**config.mk**
```make
export PLATFORM = sky130hd
export DESIGN_NAME = inverter_prober_flat
export DESIGN_NICKNAME = d
export VERILOG_FILES = /design/src/rtl/inverter_prober_pkg.sv /design/src/rtl/inverter_prober_if.sv /design/src/rtl/inverter_prober_sync2.sv /design/src/rtl/inverter_prober.sv /design/src/flat_wrapper.sv
export SDC_FILE = /design/constraint.sdc
export NUM_CORES = 1
export LEC_CHECK = 0
export ABC_AREA = 1
export CAP_MARGIN = 20
export CORE_MARGIN = 2
export CORE_UTILIZATION = 45
export DETAILED_ROUTE_END_ITERATION = 10
export DONT_BUFFER_PORTS = 1
export HOLD_SLACK_MARGIN = 0.03
export MAX_ROUTING_LAYER = met4
export PLACE_DENSITY = 0.63
export SETUP_SLACK_MARGIN = 0.05
export SYNTH_ARGS = -nofsm -noshare
export SYNTH_HDL_FRONTEND = slang
export SYNTH_HIERARCHICAL = 1
export SYNTH_SLANG_ARGS = --single-unit
export TNS_END_PERCENT = 10
```
**constraint.sdc**
```tcl
create_clock -name clk -period 1.6 [get_ports clk]
set_input_delay 0.16 -clock clk [delete_from_list [all_inputs] [get_ports clk]]
set_output_delay 0.16 -clock clk [all_outputs]
set_load 0.02 [all_outputs]
```
**src/rtl/inverter_prober_pkg.sv**
```systemverilog
// Shared types and widths for the inverter stimulus/check engine.
package inverter_prober_pkg;
  localparam int PATTERN_W = 8;
  localparam int ERR_W     = 4;
  localparam int BIT_W     = $clog2(PATTERN_W);

  typedef enum logic [1:0] {IDLE, SETTLE, SAMPLE, DONE} state_e;
endpackage

```
**src/rtl/inverter_prober_if.sv**
```systemverilog
// Control/result bundle between a host and the inverter prober.
interface inverter_prober_if;
  import inverter_prober_pkg::*;

  logic                 start;
  logic [PATTERN_W-1:0] pattern;
  logic                 busy;
  logic                 done;
  logic                 pass;
  logic [ERR_W-1:0]     err_count;
  logic [PATTERN_W-1:0] captured;

  modport master (output start, pattern,
                  input  busy, done, pass, err_count, captured);
  modport slave  (input  start, pattern,
                  output busy, done, pass, err_count, captured);
endinterface

```
**src/rtl/inverter_prober_sync2.sv**
```systemverilog
// Two-flop synchronizer for the asynchronous sense pad.
module inverter_prober_sync2 (
  input  logic clk,
  input  logic rst,
  input  logic d,
  output logic q
);
  logic meta;

  always_ff @(posedge clk) begin
    if (rst) begin
      meta <= 1'b0;
      q    <= 1'b0;
    end else begin
      meta <= d;
      q    <= meta;
    end
  end
endmodule

```
**src/rtl/inverter_prober.sv**
```systemverilog
// Drives an 8-bit pattern onto the inverter pad bit by bit and checks each
// settled response against the inverted drive value.
module inverter_prober
  import inverter_prober_pkg::*;
#(
  parameter int SETTLE_CYCLES = 4,
  parameter int CNT_W         = 8
) (
  input  logic                clk,
  input  logic                rst,
  inverter_prober_if.slave    bus,
  input  logic                sense_i,
  output logic                drive_o
);
  state_e               state;
  logic [CNT_W-1:0]     cnt;
  logic [BIT_W-1:0]     bit_idx;
  logic [PATTERN_W-1:0] pattern_q;
  logic                 sense_sync;
  logic                 busy_q, done_q, pass_q;
  logic [ERR_W-1:0]     err_q;
  logic [PATTERN_W-1:0] cap_q;

  inverter_prober_sync2 u_sync (
    .clk (clk),
    .rst (rst),
    .d   (sense_i),
    .q   (sense_sync)
  );

  always_ff @(posedge clk) begin
    if (rst) begin
      state     <= IDLE;
      cnt       <= '0;
      bit_idx   <= '0;
      pattern_q <= '0;
      drive_o   <= 1'b0;
      busy_q    <= 1'b0;
      done_q    <= 1'b0;
      pass_q    <= 1'b0;
      err_q     <= '0;
      cap_q     <= '0;
    end else begin
      case (state)
        IDLE: if (bus.start) begin
          pattern_q <= bus.pattern;
          bit_idx   <= '0;
          cnt       <= '0;
          drive_o   <= bus.pattern[0];
          err_q     <= '0;
          cap_q     <= '0;
          pass_q    <= 1'b0;
          busy_q    <= 1'b1;
          state     <= SETTLE;
        end
        SETTLE: begin
          if (cnt == CNT_W'(SETTLE_CYCLES - 1)) begin
            cnt   <= '0;
            state <= SAMPLE;
          end else begin
            cnt <= cnt + CNT_W'(1);
          end
        end
        SAMPLE: begin
          cap_q[bit_idx] <= sense_sync;
          if (sense_sync != ~pattern_q[bit_idx])
            err_q <= err_q + ERR_W'(1);
          // busy/done are registered decodes of the next state
          if (bit_idx == BIT_W'(PATTERN_W - 1)) begin
            busy_q <= 1'b0;
            done_q <= 1'b1;
            state  <= DONE;
          end else begin
            bit_idx <= bit_idx + BIT_W'(1);
            drive_o <= pattern_q[bit_idx + BIT_W'(1)];
            state   <= SETTLE;
          end
        end
        DONE: begin
          done_q  <= 1'b0;
          pass_q  <= (err_q == '0);
          drive_o <= 1'b0;
          state   <= IDLE;
        end
        default: state <= IDLE;
      endcase
    end
  end

  assign bus.busy      = busy_q;
  assign bus.done      = done_q;
  assign bus.pass      = pass_q;
  assign bus.err_count = err_q;
  assign bus.captured  = cap_q;
endmodule

```
**src/flat_wrapper.sv**
```systemverilog
// flat-port wrapper written by rule: the top's interface ports become plain ports
module inverter_prober_flat import inverter_prober_pkg::*;
#(
  parameter int SETTLE_CYCLES = 4,
  parameter int CNT_W         = 8
)
  (clk, rst, sense_i, drive_o, bus_start, bus_pattern, bus_busy, bus_done, bus_pass, bus_err_count, bus_captured);
  inverter_prober_if bus_i ();
  input  logic clk;
  input  logic rst;
  input  logic sense_i;
  output logic drive_o;
  input wire logic [$bits(bus_i.start)-1:0] bus_start;
  input wire logic [$bits(bus_i.pattern)-1:0] bus_pattern;
  output wire logic [$bits(bus_i.busy)-1:0] bus_busy;
  output wire logic [$bits(bus_i.done)-1:0] bus_done;
  output wire logic [$bits(bus_i.pass)-1:0] bus_pass;
  output wire logic [$bits(bus_i.err_count)-1:0] bus_err_count;
  output wire logic [$bits(bus_i.captured)-1:0] bus_captured;
  assign bus_i.start = bus_start;
  assign bus_i.pattern = bus_pattern;
  assign bus_busy = bus_i.busy;
  assign bus_done = bus_i.done;
  assign bus_pass = bus_i.pass;
  assign bus_err_count = bus_i.err_count;
  assign bus_captured = bus_i.captured;
  inverter_prober #(.SETTLE_CYCLES(SETTLE_CYCLES), .CNT_W(CNT_W)) u_core (.clk(clk), .rst(rst), .bus(bus_i), .sense_i(sense_i), .drive_o(drive_o));
endmodule
```
## After elaboration in Yosys (flattened, before gate mapping)

Index checks and enable logic that the tools add are counted.

| cells by class | value |
|---|---|
| muxes and demuxes | 31 |
| reduce and logical (&&, ||, !) cells | 18 |
| order comparisons | 3 |
| add/sub/neg operators | 3 |
| eq/ne operators | 11 |
| bitwise logic cells | 1 |

Operators with widths:

| cell | number |
|---|---|
| 8-bit one-hot mux with 2 select lines | 2 |
| 8-bit two-way mux | 2 |
| 2-bit AND reduction | 6 |
| 3-bit AND reduction | 4 |
| 1-bit two-way mux | 9 |
| 8-bit by 1-bit adder with 8-bit output, second input constant | 1 |
| 8-bit bitwise mux | 1 |
| 8-bit by 2-bit == test with 1-bit output, second input constant | 1 |
| 3-bit by 4-bit less-than comparator with 1-bit output, second input constant | 2 |
| 4-bit two-way mux | 2 |
| 2-bit one-hot mux with 4 select lines | 1 |
| 4-bit one-hot mux with 2 select lines | 1 |
| 2-bit nonzero test | 4 |
| 1-bit binary-select mux with 3-bit select | 2 |
| 2-bit two-way mux | 3 |
| 3-bit two-way mux | 2 |
| 2-bit by 1-bit != test with 1-bit output, second input constant | 3 |
| 1-bit one-hot mux with 2 select lines | 3 |
| 3-bit one-hot mux with 2 select lines | 1 |
| 4-bit by 1-bit adder with 4-bit output, second input constant | 1 |
| 2-bit == test, second input constant | 2 |
| 4-bit zero test | 1 |
| 2-bit != test, second input constant | 2 |
| 3-bit by 1-bit adder with 3-bit output, second input constant | 1 |
| 10 further kinds | 10 |

| storage, ports and cells | value |
|---|---|
| output and inout bits | 16 |
| register bits | 39 |
| bits of input ports | 12 |
| word-level logic and storage cells | 79 |

## Logic depth before layout (Yosys ltp)

| depth | value |
|---|---|
| depth in word-level cells | 6 |
| depth in mapped cells | 12 |
| gate-level depth less buffers | 11 |

## Modules after synthesis

Netlist, hierarchy kept.

By module, submodules not included:

| module | sequential area each (µm²) | area each (µm²) | cells each | times used |
|---|---|---|---|---|
| inverter_prober | 740.7 | 1844.3 | 254 | 1 |
| inverter_prober_sync2 | 40.0 | 55.1 | 6 | 1 |

## Least setup slack after synthesis

OpenSTA, ideal clock, no wires.

| path | value |
|---|---|
| path kind | reg-to-reg |
| start | register u_core.bit_idx[1] |
| end | register u_core.drive_o |
| arrival | 1.299 ns |
| cell stages (with the launch flop) | 9 |
| setup slack | 0.192 ns |
| path buffers | 0 |
| required time | 1.491 ns |
| library setup time | 0.109 ns |
| path through | dfxtp_1 > ha_1 > ha_1 > a21oi_1 > o31ai_1 > a21oi_1 > nand3_1 > nand2_1 > inv_1 |

| between the ends | value |
|---|---|
| longest elaborated chain between the ends | 5 |
| elaborated cells on any way between the ends | 8 |

Ends and longest elaborated chain:

| element | line | text |
|---|---|---|
| from (decl) | inverter_prober.sv:17 | `logic [BIT_W-1:0] bit_idx;` |
| from (signal assigned) | inverter_prober.sv:74 | `bit_idx <= bit_idx + BIT_W'(1);` |
| 3-bit by 1-bit adder with 3-bit output | inverter_prober.sv:75 | `drive_o <= pattern_q[bit_idx + BIT_W'(1)];` |
| 1-bit binary-select mux with 3-bit select | inverter_prober.sv:75 |  |
| 1-bit two-way mux (not written as such) | inverter_prober.sv:75 |  |
| 1-bit two-way mux | inverter_prober.sv:69 | `if (bit_idx == BIT_W'(PATTERN_W - 1)) begin` |
| 1-bit one-hot mux with 3 select lines | inverter_prober.sv:44 | `case (state)` |
| to (signal assigned) | inverter_prober.sv:49 | `drive_o <= bus.pattern[0];` |
| to (signal assigned) | inverter_prober.sv:75 |  |
| to (decl) | inverter_prober.sv:13 | `output logic drive_o` |

Several ways; a longest one is shown, not always the timed one. The select of a mux whose other input is x is not followed.
A chain may end at the register's enable or synchronous reset.

## Worst setup path after layout

| path | value |
|---|---|
| start | register u_core.state[1] |
| end | register u_core.cap_q[2], in the netlist u_core/bus.captured[2] |

| between the ends | value |
|---|---|
| longest elaborated chain between the ends | 3 |
| elaborated cells on any way between the ends | 6 |

Ends and longest elaborated chain:

| element | line | text |
|---|---|---|
| from (decl) | inverter_prober.sv:15 | `state_e state;` |
| from (signal assigned) | inverter_prober.sv:33 | `state <= IDLE;` |
| from (signal assigned) | inverter_prober.sv:54 | `state <= SETTLE;` |
| from (signal assigned) | inverter_prober.sv:59 | `state <= SAMPLE;` |
| 2-bit == test or 2-bit zero test (tied branches) | inverter_prober.sv:44 |  |
| 2-bit nonzero test (no source line) or 2-bit != test (tied branches) | -- |  |
| 2-bit AND reduction (no source line) | -- |  |
| to (signal, indexed assignment) | inverter_prober.sv:65 | `cap_q[bit_idx] <= sense_sync;` |
| to (decl) | inverter_prober.sv:22 | `logic [PATTERN_W-1:0] cap_q;` |

Several ways; a longest one is shown, not always the timed one.

==> results.md <==
- Synth Area in Adders: about 3.3%
- Worst Setup Path Type: reg2reg
- Status: completed
- CTS HTree Levels: 2
- Synthesized cell area: 1900 um^2
- Crit. End Element: flop
- Hold path depth: 2
- GRT Resource Usage Total: a little over a fifth
- Worst Path Required: between 1.5 and 2 ns
- Hpwl dp: 3.04 mm
- Crit-path max cell delay: 0.48 ns
- Pin count of the biggest net entering global routing: 22
- Pre-CTS setup slack: around 0.044 ns
- Largest family of logic cells by synthesized area: simple AND/OR/NAND/NOR gates
- Clk pwr share: a little under a third
- Min-delay src: bus_pattern[4]
- Worst-skew pair later-pin latency: a little under 0.3 ns
- Initial antenna violation count: 0
- Worst reg-to-reg path cell count: 5
- Die ar.: 4760 um^2
- Io pins: 28
- DRC Markers: 0
- Maximum vdd drop: 0.000552 V
- Pint: 1430 uW
- Seq/Total Area, Yosys: 41.1%
- Initial DRC count: just over 90
- CTS tree: yes
- Slowest CP cell: dfxtp_1
- Finished Core Util: 53.2%
- Clock Skew: 0.00286 ns
- CTS buffer count: 5
- Post-Synth Simple-Gate Area: about 25%
- ANT cells: 0
- Part of the power in combinational logic: ~17%
- Clock-pin transition on the worst setup and hold timing paths: 0.07 ns
- Worst setup margin: 0.147 ns
- Clock Path Buffers: 2
- Vias per cell: approximately 5.3
- Setup violations, final: 0
- Reg2reg start: u_core/state[1]
- Post-synthesis compound-gate area fraction: 18.6%
- Number of global-route vias before repair: 1534
- Sw Share: about 30%
- Worst r2r dst: u_core/bus.captured[2]
- Root Buffer: clkbuf_8
- Worst Max-Slew Pin Slew: 0.772 ns
- Grt ovf: 0
- Max-slew violations: 0
- WL final: between 4 and 5 mm
- Area grow syn2layout: 12.9%
- Clock sinks: 39
- Drt pass-1 iters: 5
- Core footprint: around 4000 um^2
- Mux cell area share after synthesis: 0%
- Hold Path Sink: u_core/pattern_q[4]
- Syn_area_per_cell: 7.31 um^2
- Post-route ant nets: 0
- Setup TNS: 0 ns
- Syn Inst Count: 260
- Final-report hold violation count: 0
- Startpoint types: flop
- Worst Path Arrival: 1.65 ns
- Normalized max-slew margin: 48.4%
- CP delay by family, top: flip-flops
- Die height: 69.0 um
- First-pass GRT wire length: approximately 7 mm
- Fin crit share: 90.8%
- Fraction of layout cells with a size suffix above 1: between 15 and 20%
- Port bufs: 0
- Synth Area in XOR/XNOR: between 2 and 3%
- Design Area, Final: 2140 um^2
- Worst path cell trace: nand2_2, buf_4, nor4_2, a21oi_1, a211oi_1
- Buf/Inv on CP: 1
- Sequential share of power: 53.3%
- Fillers: roughly 400
- Synthesized Nets: roughly 280
- Vias post-DR: about 1700
- Placer congestion estimate: approximately 0.87
- Site Rows: 23
- Yosys warnings: 6
- Die width: just under 70 um
- Leak: 0.000837 uW
- RSZ-0062 raised after global routing: true
- # nets final: 289
- Worst reg2reg setup slack: 0.15 ns
- Min-delay worst type: in2reg
- Crit Path Max Fanout: 7
- Wire per inst: 13.4 um
- Max Cap Viol: 0
- Post-synthesis register bit count: 39
- Fmax: ~690 MHz
- Synth unique cells: 36
- PD cells: 945 nW/um^2
- Min Tclk post-route: 1.45 ns
- Cell Area, Placed: 2000 um^2
- Net Switching: 596 uW
- Initial Util: between 40% and 50%
## Yosys cell counts
cell type | instances | area [um^2]
nor3_1 | 5 | 25.0
clkbuf_1 | 5 | 18.8
xor2_1 | 4 | 35.0
o32ai_1 | 1 | 8.76
nand3_1 | 10 | 50.1
clkinv_1 | 1 | 3.75
dfxtp_1 | 39 | 781
o2111ai_1 | 1 | 8.76
o22ai_1 | 2 | 12.5
nand3_2 | 1 | 10.0
a31oi_1 | 1 | 6.26
o21ai_1 | 4 | 20.0
o21ai_0 | 16 | 80.1
inv_2 | 4 | 15.0
a22oi_1 | 1 | 7.51
buf_2 | 2 | 10.0
nor2_4 | 1 | 11.3
nand2_2 | 3 | 18.8
a21oi_1 | 29 | 145
or2_0 | 1 | 6.26
xnor2_1 | 2 | 17.5
a211oi_1 | 3 | 22.5
o31ai_1 | 2 | 15.0
nor2_1 | 30 | 113
nand2_1 | 42 | 158
buf_4 | 1 | 7.51
a31o_2 | 1 | 8.76
a311oi_1 | 1 | 8.76
o21ai_2 | 1 | 8.76
nand4_1 | 5 | 31.3
inv_1 | 30 | 113
nor4_2 | 3 | 37.5
or2_2 | 1 | 6.26
ha_1 | 5 | 62.6
nor2_2 | 1 | 6.26
nor3_2 | 1 | 10.0
## cell families (layout without fill, tap and decap cells)
kind of cell               count (synthesis)  in the layout
and+or+nand+nor                          104            104
AOI/OAI and AO/OA                         63             63
buffers and inverters                     43             54
DFF                                       39             39
xor gates and xnor gates                   6              6
adders and majority gates                  5              5
## layout make-up
class	count	area (um^2)	share of cell area (%)
Timing Repair Buffer	13	103	4.78
Tap cell	50	62.6	2.92
Clock buffer	6	72.6	3.38
Multi-Input combinational cell	178	988	46.1
Sequential cell	39	787	36.7
Inverter	35	131	6.13
## placed cells by master (no fill, tap or decap), types with 2 or more instances in the layout
| cell | instances |
|---|---|
| a21oi_1 | 28 |
| clkbuf_8 | 5 |
| nand2_2 | 5 |
| nand2_1 | 40 |
| xor2_1 | 4 |
| inv_2 | 5 |
| nor4_2 | 3 |
| buf_4 | 11 |
| o22ai_1 | 2 |
| nor2_1 | 29 |
| nor3_1 | 5 |
| nand4_1 | 5 |
| o21ai_1 | 3 |
| ha_1 | 4 |
| nand3_1 | 10 |
| xnor2_1 | 2 |
| a211oi_1 | 3 |
| nor2_2 | 2 |
| dfxtp_2 | 2 |
| inv_1 | 29 |
| dlygate4sd3_1 | 2 |
| o21ai_0 | 16 |
| dfxtp_1 | 36 |
## power by group through the flow
stage          Sequential (uW)  Combinational (uW)  Clock (uW)
2_1_floorplan             1090                 238           0
3_3_place_gp              1100                 308           0
3_5_place_dp              1100                 312           0
4_1_cts                   1080                 327         632
5_1_grt                   1090                 387         675
6_report                  1080                 338         608
## how the worst max path moves through the flow
stage	start	endpoint	cells past startpoint
finish	u_core/state[1]	u_core/bus.captured[2]	5
floorplan	u_core/bit_idx[1]	u_core/drive_o	8
CTS	u_core/bit_idx[0]	u_core/drive_o	8
detailed placement	u_core/bit_idx[0]	u_core/drive_o	8
global route	u_core/state[1]	u_core/bus.captured[2]	5
global placement	u_core/bit_idx[0]	u_core/drive_o	8
## state kept, by name, summed over array words and instances, names as in the netlist
register,count
u_core/bus.done,1
u_core/bus.captured,8
u_core/bus.err_count,4
u_core/drive_o,1
u_core/cnt,8
u_core/bit_idx,3
u_core/u_sync/q,1
u_core/pattern_q,8
u_core/u_sync/meta,1
u_core/bus.pass,1
u_core/bus.busy,1
u_core/state,2
## metrics by stage
step,power (uW),hold slack (ns),instances
floorplan,1330,0.231,260
global placement,1410,0.233,312
detailed placement,1420,0.233,312
CTS,2040,0.0412,320
global route,2150,0.0411,321
finish,2030,0.0477,321
## timing repair
action,in CTS,in global routing
hold endpoints to repair,21,0
buffers inserted,0,1
hold buffers,2,0
pin swaps,0,4
gates resized for setup,1,13
endpoints found under the setup margin,1,12
## per-layer routing
layer  up-vias  wire length (um)  share of wire (%)  GRT usage [%]
li1        887                 -                  -              -
met1       767              1990                 46           25.7
met2        32              1980                 46           32.5
met3         6               271                6.3           6.66
met4         0                59                1.4           7.35
met5         -                 0                  0              -
Note: power is estimated with default switching activity, not from simulation.
